File: config.mk
export PLATFORM = sky130hd
export DESIGN_NAME = pipeline_ready_reg_flat
export DESIGN_NICKNAME = d
export VERILOG_FILES = /design/src/rtl/pipeline_ready_reg_if.sv /design/src/rtl/pipeline_ready_reg.sv /design/src/flat_wrapper.sv
export SDC_FILE = /design/constraint.sdc
export NUM_CORES = 1
export LEC_CHECK = 0
export ABC_CLOCK_PERIOD_IN_PS = 2200
export CAP_MARGIN = 10
export CORE_ASPECT_RATIO = 0.8
export CORE_MARGIN = 2
export CORE_UTILIZATION = 40
export CTS_CLUSTER_SIZE = 10
export DETAILED_ROUTE_END_ITERATION = 8
export PLACE_DENSITY_LB_ADDON = 0.05
export SLEW_MARGIN = 20
export SYNTH_ARGS = -nofsm -noshare
export SYNTH_HDL_FRONTEND = slang
export SYNTH_SLANG_ARGS = --single-unit
File: constraint.sdc
create_clock -name clk -period 2.2 [get_ports clk]
set_input_delay 0.44 -clock clk [delete_from_list [all_inputs] [get_ports clk]]
set_output_delay 0.44 -clock clk [all_outputs]
set_load 0.02 [all_outputs]
File: src/rtl/pipeline_ready_reg_if.sv
// rtl/pipeline_ready_reg_if.sv - valid/ready handshake bundle for the backward-path register slice
interface pipeline_ready_reg_if #(
  parameter int DATA_WIDTH = 32
);
  logic                  in_valid;
  logic                  in_ready;
  logic [DATA_WIDTH-1:0] in_data;
  logic                  out_valid;
  logic                  out_ready;
  logic [DATA_WIDTH-1:0] out_data;

  // Slice side: consumes the upstream beat and the downstream ready.
  modport slave (
    input  in_valid,
    input  in_data,
    input  out_ready,
    output in_ready,
    output out_valid,
    output out_data
  );

  // Environment side: drives upstream beats and downstream ready.
  modport master (
    output in_valid,
    output in_data,
    output out_ready,
    input  in_ready,
    input  out_valid,
    input  out_data
  );
endinterface

File: src/rtl/pipeline_ready_reg.sv
// rtl/pipeline_ready_reg.sv - registered-ready slice with one skid entry and a saturating capture counter
module pipeline_ready_reg #(
  parameter int DATA_WIDTH = 32,
  parameter int CNT_WIDTH  = 16
) (
  input  logic                 clk,
  input  logic                 rst_n,
  pipeline_ready_reg_if.slave  bus,
  output logic                 skid_full,
  output logic [CNT_WIDTH-1:0] skid_count,
  input  logic                 clr_count
);

  typedef enum logic [1:0] {
    ST_INIT  = 2'd0,
    ST_EMPTY = 2'd1,
    ST_FULL  = 2'd2
  } state_e;

  state_e                state_q;
  logic                  in_ready_q;
  logic                  skid_valid_q;
  logic [DATA_WIDTH-1:0] skid_data_q;
  logic [CNT_WIDTH-1:0]  skid_count_q;
  logic [CNT_WIDTH-1:0]  skid_count_d;
  logic                  capture;

  // A beat is parked only when it is accepted while downstream is stalled.
  always_comb begin
    capture      = (state_q == ST_EMPTY) && bus.in_valid && !bus.out_ready;
    skid_count_d = skid_count_q;
    if (clr_count) begin
      skid_count_d = '0;
    end else if (capture && !(&skid_count_q)) begin
      skid_count_d = skid_count_q + CNT_WIDTH'(1);
    end
  end

  // Control FSM; ready and skid-valid are registered so in_ready never sees out_ready combinationally.
  always_ff @(posedge clk or negedge rst_n) begin
    if (!rst_n) begin
      state_q      <= ST_INIT;
      in_ready_q   <= 1'b0;
      skid_valid_q <= 1'b0;
      skid_count_q <= '0;
    end else begin
      skid_count_q <= skid_count_d;
      case (state_q)
        ST_INIT: begin
          state_q      <= ST_EMPTY;
          in_ready_q   <= 1'b1;
          skid_valid_q <= 1'b0;
        end
        ST_EMPTY: begin
          if (capture) begin
            state_q      <= ST_FULL;
            in_ready_q   <= 1'b0;
            skid_valid_q <= 1'b1;
          end
        end
        ST_FULL: begin
          if (bus.out_ready) begin
            state_q      <= ST_EMPTY;
            in_ready_q   <= 1'b1;
            skid_valid_q <= 1'b0;
          end
        end
        default: begin
          state_q      <= ST_INIT;
          in_ready_q   <= 1'b0;
          skid_valid_q <= 1'b0;
        end
      endcase
    end
  end

  // Skid payload needs no reset: it is only observed while skid_valid_q is set.
  always_ff @(posedge clk) begin
    if (capture) begin
      skid_data_q <= bus.in_data;
    end
  end

  // Skid beat always wins over the live input so ordering is preserved.
  always_comb begin
    bus.in_ready  = in_ready_q;
    bus.out_valid = skid_valid_q | (bus.in_valid & in_ready_q);
    bus.out_data  = skid_valid_q ? skid_data_q : bus.in_data;
    skid_full     = skid_valid_q;
    skid_count    = skid_count_q;
  end

endmodule

File: src/flat_wrapper.sv
// flat-port wrapper written by rule: the top's interface ports become plain ports
module pipeline_ready_reg_flat 
#(
  parameter int DATA_WIDTH = 32,
  parameter int CNT_WIDTH  = 16
)
  (clk, rst_n, skid_full, skid_count, clr_count, bus_in_valid, bus_in_data, bus_out_ready, bus_in_ready, bus_out_valid, bus_out_data);
  pipeline_ready_reg_if #(.DATA_WIDTH(DATA_WIDTH)) bus_i ();
  input  logic clk;
  input  logic rst_n;
  output logic skid_full;
  output logic [CNT_WIDTH-1:0] skid_count;
  input  logic clr_count;
  input wire logic [$bits(bus_i.in_valid)-1:0] bus_in_valid;
  input wire logic [$bits(bus_i.in_data)-1:0] bus_in_data;
  input wire logic [$bits(bus_i.out_ready)-1:0] bus_out_ready;
  output wire logic [$bits(bus_i.in_ready)-1:0] bus_in_ready;
  output wire logic [$bits(bus_i.out_valid)-1:0] bus_out_valid;
  output wire logic [$bits(bus_i.out_data)-1:0] bus_out_data;
  assign bus_i.in_valid = bus_in_valid;
  assign bus_i.in_data = bus_in_data;
  assign bus_i.out_ready = bus_out_ready;
  assign bus_in_ready = bus_i.in_ready;
  assign bus_out_valid = bus_i.out_valid;
  assign bus_out_data = bus_i.out_data;
  pipeline_ready_reg #(.DATA_WIDTH(DATA_WIDTH), .CNT_WIDTH(CNT_WIDTH)) u_core (.clk(clk), .rst_n(rst_n), .bus(bus_i), .skid_full(skid_full), .skid_count(skid_count), .clr_count(clr_count));
endmodule
==> results of run 1 <==
critical path, delay by kind of cell (launching register included):
family                 cells  cell delay, ns
buffers and inverters      2            0.65
muxes                      1            0.34
DFF                        1            0.40
registers in the layout (all words and copies together) (netlist names):
name and cells:
u_core.bus.in_ready 1, u_core.skid_count 16, u_core.skid_data_q 32, u_core.skid_full 1, u_core.state_q 2
layer usage:
metal	part of all wire [%]	GRT usage (%)
met5	0	0
met4	0.68	4.48
met3	7.8	5.81
met2	45	25.1
met1	47	22.7
how the worst max path moves through the flow:
| stage | startpoint | to | slack, ns | depth (start not counted) |
|---|---|---|---|---|
| 2_1_floorplan | bus_out_ready | u_core.skid_count[15] | 0.25 | 7 |
| 5_1_grt | u_core.skid_full | bus_out_data[25] | 0.002 | 3 |
| 6_report | u_core.skid_full | bus_out_data[31] | 0.08 | 3 |
| 4_1_cts | u_core.skid_full | bus_out_data[30] | 0.04 | 3 |
| 3_5_place_dp | bus_in_valid | u_core.skid_count[15] | -0.05 | 7 |
| 3_3_place_gp | bus_in_valid | u_core.skid_count[15] | 0.02 | 7 |
area by class of cell:
type	instances	share of cell area, %
clock inverters	3	0.381
repair buffers	98	26.7
well taps	81	2.80
flip-flops and latches	52	40.4
multi-input cells	126	27.2
clock buffers	5	1.90
inverters	4	0.554
what timing repair did:
item | CTS | global route
hold buffers | 0 | 0
gates resized for setup | 32 | 1
cloned | 1 | 0
endpoints found under the setup margin | 32 | 1
metrics by stage:
step	utilization (%)	instances	total power (W)	hold slack (ns)	setup TNS, ns
2_1_floorplan	-	189	0.00150	0.144	0
3_3_place_gp	59.2	360	0.00184	0.491	0
3_5_place_dp	59.2	360	0.00184	0.496	-0.0503
4_1_cts	60.5	369	0.00234	0.488	0
5_1_grt	60.5	369	0.00242	0.515	0
6_report	60.5	369	0.00230	0.485	0
report_power, final:
part / internal (W) / leakage [nW] / switching (W) / total, W
clock: 0.000216 / 0.0415 / 0.000301 / 0.000516
combinational: 0.000346 / 0.759 / 0.000325 / 0.000671
sequential: 0.00109 / 0.566 / 0.0000220 / 0.00111
kinds of logic (layout without fill, tap and decap cells):
kind of cell | count (synthesis) | after routing
buffers and inverters | 11 | 110
and+or+nand+nor | 58 | 58
DFF | 52 | 52
muxes | 35 | 35
AOI/OAI and AO/OA | 32 | 32
adders and majority gates | 1 | 1
synth_stat cells, drive strengths merged:
library cell,n
a22oi,1
a211oi,1
a21o,1
and2b,2
nor2,5
nor3,2
dfrtp,20
nand2b,4
mux2i,1
a21oi,12
clkbuf,3
nor4,3
nor4b,1
and3,4
nand4,4
nand2,8
nor2b,2
inv,4
o21ba,1
o21ai,7
o2111ai,1
and4,2
ha,1
nand3,8
o31a,1
buf,4
or4,6
and2,3
a311oi,1
or3,4
o31ai,6
edfxtp,32
mux2,34
==> flow_metrics.py, run 1 <==
metrics = {
    "clocking": {
        "clkLatencyLatePin_ns": 0.30,
        "cts_tree": "yes",
        "htree_levels": 2,
        "clock-sinks": 52,
        "cts_buffers": 5,
        "cts-root-buf": "clkbuf_8",
        "postCtsSetupBuffers": 0,
        "cts_max_path_buffers": 2,
        "path_clk_slew_ns": 0.09,
    },
    "synthesis": {
        "syn_avg_cell_area_um2": 13.2,
        "ys_seq_area_share_pct": 58.5,
        "yosys.area_share.simple_pct": 15.2,
        "synth_area_leader_cell": "edfxtp_1",
        "yosys_warnings": 0,
        "synth_fa_ha_area_share_pct": 0.501,
        "synth.distinct_cells": 41,
        "ys_top_cells_by_area": "edfxtp_1 38%, dfrtp_1 20%, mux2_2 15%",
        "syn_nets": 227,
        "syn_inst": 189,
        "synth-compound-area-share_pct": 7.96,
        "synth_area_mm2": 0.00250,
        "synth_top_area_share_pct": 38.4,
        "synth_xor_area_share_pct": 0,
        "ys_ff_latch": 52,
        "synthMuxAreaShare_pct": 15.7,
        "synth_top_family_by_area": "multiplexers",
    },
    "global_route": {
        "grt_overflow": 0,
        "grt_pass1_vias": 1853,
        "grt_max_degree": 37,
        "antenna_found_initial": 0,
        "grt_usage_pct": 16.5,
        "grt_pass1_wl_um": 8890,
    },
    "placed_design": {
        "dp_slack_ns": -0.0482,
        "place_area_mm2": 0.00354,
        "place_congestion": 0.780,
        "hpwl_um": 3920,
        "port_buffers": 87,
    },
    "outcome": {
        "status": "completed",
    },
    "worst_setup_path": {
        "worst_ep_required_time_ns": 1.76,
        "crit_fanout": 17,
        "r2r_end": "u_core.skid_count[15]",
        "path_class": "register to output port",
        "cp-end-kind": "output port",
        "crit-reg2reg-launch": "u_core.skid_count[0]",
        "rrSetupSlack_ns": 0.41,
        "crit_slowest_cell": "dfrtp_1",
        "r2r_cells": 5,
        "max_stage_delay_ns": 0.40,
        "critPathArrivalTime_ns": 1.68,
        "start_kind": "register",
        "crit_chain": "bufbuf_16 -> mux2_2 -> dlygate4sd2_1",
    },
    "sta": {
        "skew_ns": 0.00442,
        "fmax_ghz": 0.471,
        "fin_crit_sh_pct": 96.5,
        "setup_ws_ns": 0.0766,
        "period_minus_slack_ns": 2.12,
        "hold_violations": 0,
        "rsz0062_at_grt": "no",
        "tightest_slew_ns": 0.563,
        "maxSlewViolCount": 0,
        "setup-violations-final": 0,
        "slew_headroom_pct": 62.2,
    },
    "final_layout": {
        "syn_to_final_growth_pct": 44.6,
        "final_cell_mix": "55 x clkdlybuf4s50_1, 33 x mux2_2, 32 x edfxtp_1, 31 x dlygate4sd2_1, 20 x dfrtp_1",
        "fillers": 515,
        "final_nets": 325,
        "drive_above_1_share_pct": 21.2,
        "antenna_cells": 0,
        "multi_input_area_um2": 985,
        "final_cell_area_mm2": 0.00361,
        "regArea_mm2": 0.00146,
        "layout_commonest_cell": "clkdlybuf4s50_1",
    },
    "floorplan": {
        "rows": 25,
        "die_h_um": 74.7,
        "io_pins": 88,
        "die_area_mm2": 0.00690,
        "core_mm2": 0.00597,
        "start_util_pct": 41.8,
        "die_x_um": 92.4,
    },
    "power_and_ir_drop": {
        "leakage_nw": 1.37,
        "power_density_mw_per_mm2": 636,
        "ir_drop_mv": 0.395,
    },
    "detailed_routing": {
        "dr.pass1.iters": 4,
        "routed_wl_um": 5600,
        "vias_per_cell": 5.21,
        "vias": 1922,
        "drt_iter0_markers": 87,
        "wl_per_cell_um": 15.2,
        "drc": 0,
        "ant_nets": 0,
    },
    "worst_hold_path": {
        "hold_path_class": "input port to async pin",
    },
    "run": {
        "maxCapViolCount": 0,
    },
}
(Power assumes the default switching activity.)
==> run 2, diff against run 1 <==
--- a/config.mk
+++ b/config.mk
@@ -7,7 +7,6 @@
 export LEC_CHECK = 0
 export ABC_CLOCK_PERIOD_IN_PS = 2200
 export CAP_MARGIN = 10
-export CORE_ASPECT_RATIO = 0.8
 export CORE_MARGIN = 2
 export CORE_UTILIZATION = 40
 export CTS_CLUSTER_SIZE = 10
==> run 2 against run 1 <==
  * Clock-buffer cell count up 2
  * Clock skew about the same
  * First-iteration DRC count up 20%
  * Critical path type is now input port to output port
  * Largest cell class unchanged
==> flow_metrics.py, run 2 (synthesized netlist as in run 1, its figures left out) <==
metrics = {
    "outcome": {
        "status": "completed",
    },
    "clocking": {
        "cts_max_path_buffers": 2,
        "htree_levels": 2,
        "clkLatencyLatePin_ns": 0.30,
        "cts_buffers": 5,
        "path_clk_slew_ns": 0.09,
        "cts_tree": "yes",
        "cts-root-buf": "clkbuf_8",
        "clock-sinks": 52,
        "hold_buffers": 0,
    },
    "placed_design": {
        "port_buffers": 87,
        "place_congestion": 0.750,
        "hpwl_um": 4100,
        "place_area_mm2": 0.00353,
    },
    "worst_setup_path": {
        "start_kind": "input port",
        "crit_fanout": 3,
        "cp-end-kind": "output port",
        "critPathArrivalTime_ns": 1.66,
        "path_class": "input port to output port",
        "worst_ep_required_time_ns": 1.76,
    },
    "floorplan": {
        "die_h_um": 83.1,
        "die_x_um": 83.1,
        "rows": 28,
        "die_area_mm2": 0.00690,
        "start_util_pct": 41.7,
        "io_pins": 88,
        "core_mm2": 0.00599,
    },
    "sta": {
        "rsz0062_at_grt": "no",
        "setup-violations-final": 0,
        "skew_ns": 0.00433,
        "period_minus_slack_ns": 2.10,
        "maxSlewViolCount": 0,
        "fin_crit_sh_pct": 95.3,
        "hold_violations": 0,
        "fmax_ghz": 0.477,
        "tightest_slew_ns": 0.613,
        "slew_headroom_pct": 58.8,
        "hold_ws_ns": 0.471,
    },
    "final_layout": {
        "drive_above_1_share_pct": 21.2,
        "fillers": 530,
        "final_cell_area_mm2": 0.00358,
        "antenna_cells": 0,
        "final_cell_mix": "55 x clkdlybuf4s50_1, 33 x mux2_2, 32 x dlygate4sd2_1, 32 x edfxtp_1, 20 x dfrtp_1",
        "top_register": "u_core.skid_data_q",
        "final_nets": 325,
        "syn_to_final_growth_pct": 43.2,
        "layout_commonest_cell": "clkdlybuf4s50_1",
        "largest_register_ffs": 32,
    },
    "detailed_routing": {
        "ant_nets": 0,
        "vias": 1888,
        "wl_per_cell_um": 15.5,
        "dr.pass1.iters": 4,
        "drc": 0,
        "routed_wl_um": 5640,
        "drt_iter0_markers": 104,
        "vias_per_cell": 5.20,
    },
    "power_and_ir_drop": {
        "ir_drop_mv": 0.350,
        "power_density_mw_per_mm2": 644,
        "leakage_nw": 1.35,
    },
    "run": {
        "maxCapViolCount": 0,
    },
    "global_route": {
        "grt_pass1_wl_um": 9630,
        "grt_usage_pct": 16.9,
        "grt_overflow": 0,
        "antenna_found_initial": 0,
        "grt_max_degree": 34,
        "grt_pass1_vias": 1858,
    },
    "worst_hold_path": {
        "hold_path_class": "input port to async pin",
    },
}
run 2: area by class of cell:
cell class | count | area (um^2) | share of cell area (%)
Inverter | 4 | 20.0 | 0.559
Sequential cell | 52 | 1460 | 40.8
Timing Repair Buffer | 98 | 926 | 25.9
Multi-Input combinational cell | 126 | 985 | 27.5
Clock buffer | 7 | 86.3 | 2.41
Clock inverter | 1 | 7.51 | 0.210
Tap cell | 75 | 93.8 | 2.62
run 2: report_power, final:
part	switching (W)	internal, W	total, W
clock	0.000307	0.000256	0.000563
combinational	0.000317	0.000315	0.000631
sequential	0.0000230	0.00109	0.00111
total	0.000646	0.00166	0.00231
run 2: metrics by stage:
step	instances	power, W	worst slack, ns	utilization, %	TNS, ns
floorplan	189	0.00150	0.255	-	0
global placement	355	0.00184	0.00321	58.9	0
detailed placement	355	0.00184	-0.0255	58.9	-0.0323
CTS	363	0.00235	0.0851	59.8	0
global route	363	0.00243	0.0343	59.8	0
finish	363	0.00231	0.104	59.8	0
run 2: critical path, stage by stage:
cell             delay (ns)
clkdlybuf4s50_1        0.50
a21o_1                 0.12
clkdlybuf4s50_1        0.60
run 2: per-layer routing:
layer / global-route usage (%) / part of all wire (%) / wire [um]
met1: 23.2 / 46 / 2620
met2: 26.9 / 48 / 2700
met3: 3.38 / 3.7 / 207
met4: 5.51 / 2.1 / 117
met5: 0 / 0 / 0
run 2: final timing paths:
path	start	end	slack, ns	cells after the start
max	bus_in_valid	bus_out_valid	0.10	3
min	rst_n	u_core.skid_count[0]	0.47	2
max reg2reg	u_core.skid_count[0]	u_core.skid_count[0]	0.37	5
min reg2reg	u_core.state_q[1]	u_core.state_q[0]	0.51	1
max in group asynchronous	rst_n	u_core.skid_count[3]	1.51	2
min in group clk	u_core.state_q[1]	u_core.state_q[0]	0.51	1
run 2: what timing repair did:
item,CTS,global route
setup endpoints to repair,32,0
resized for setup,32,0
buffers inserted,0,0
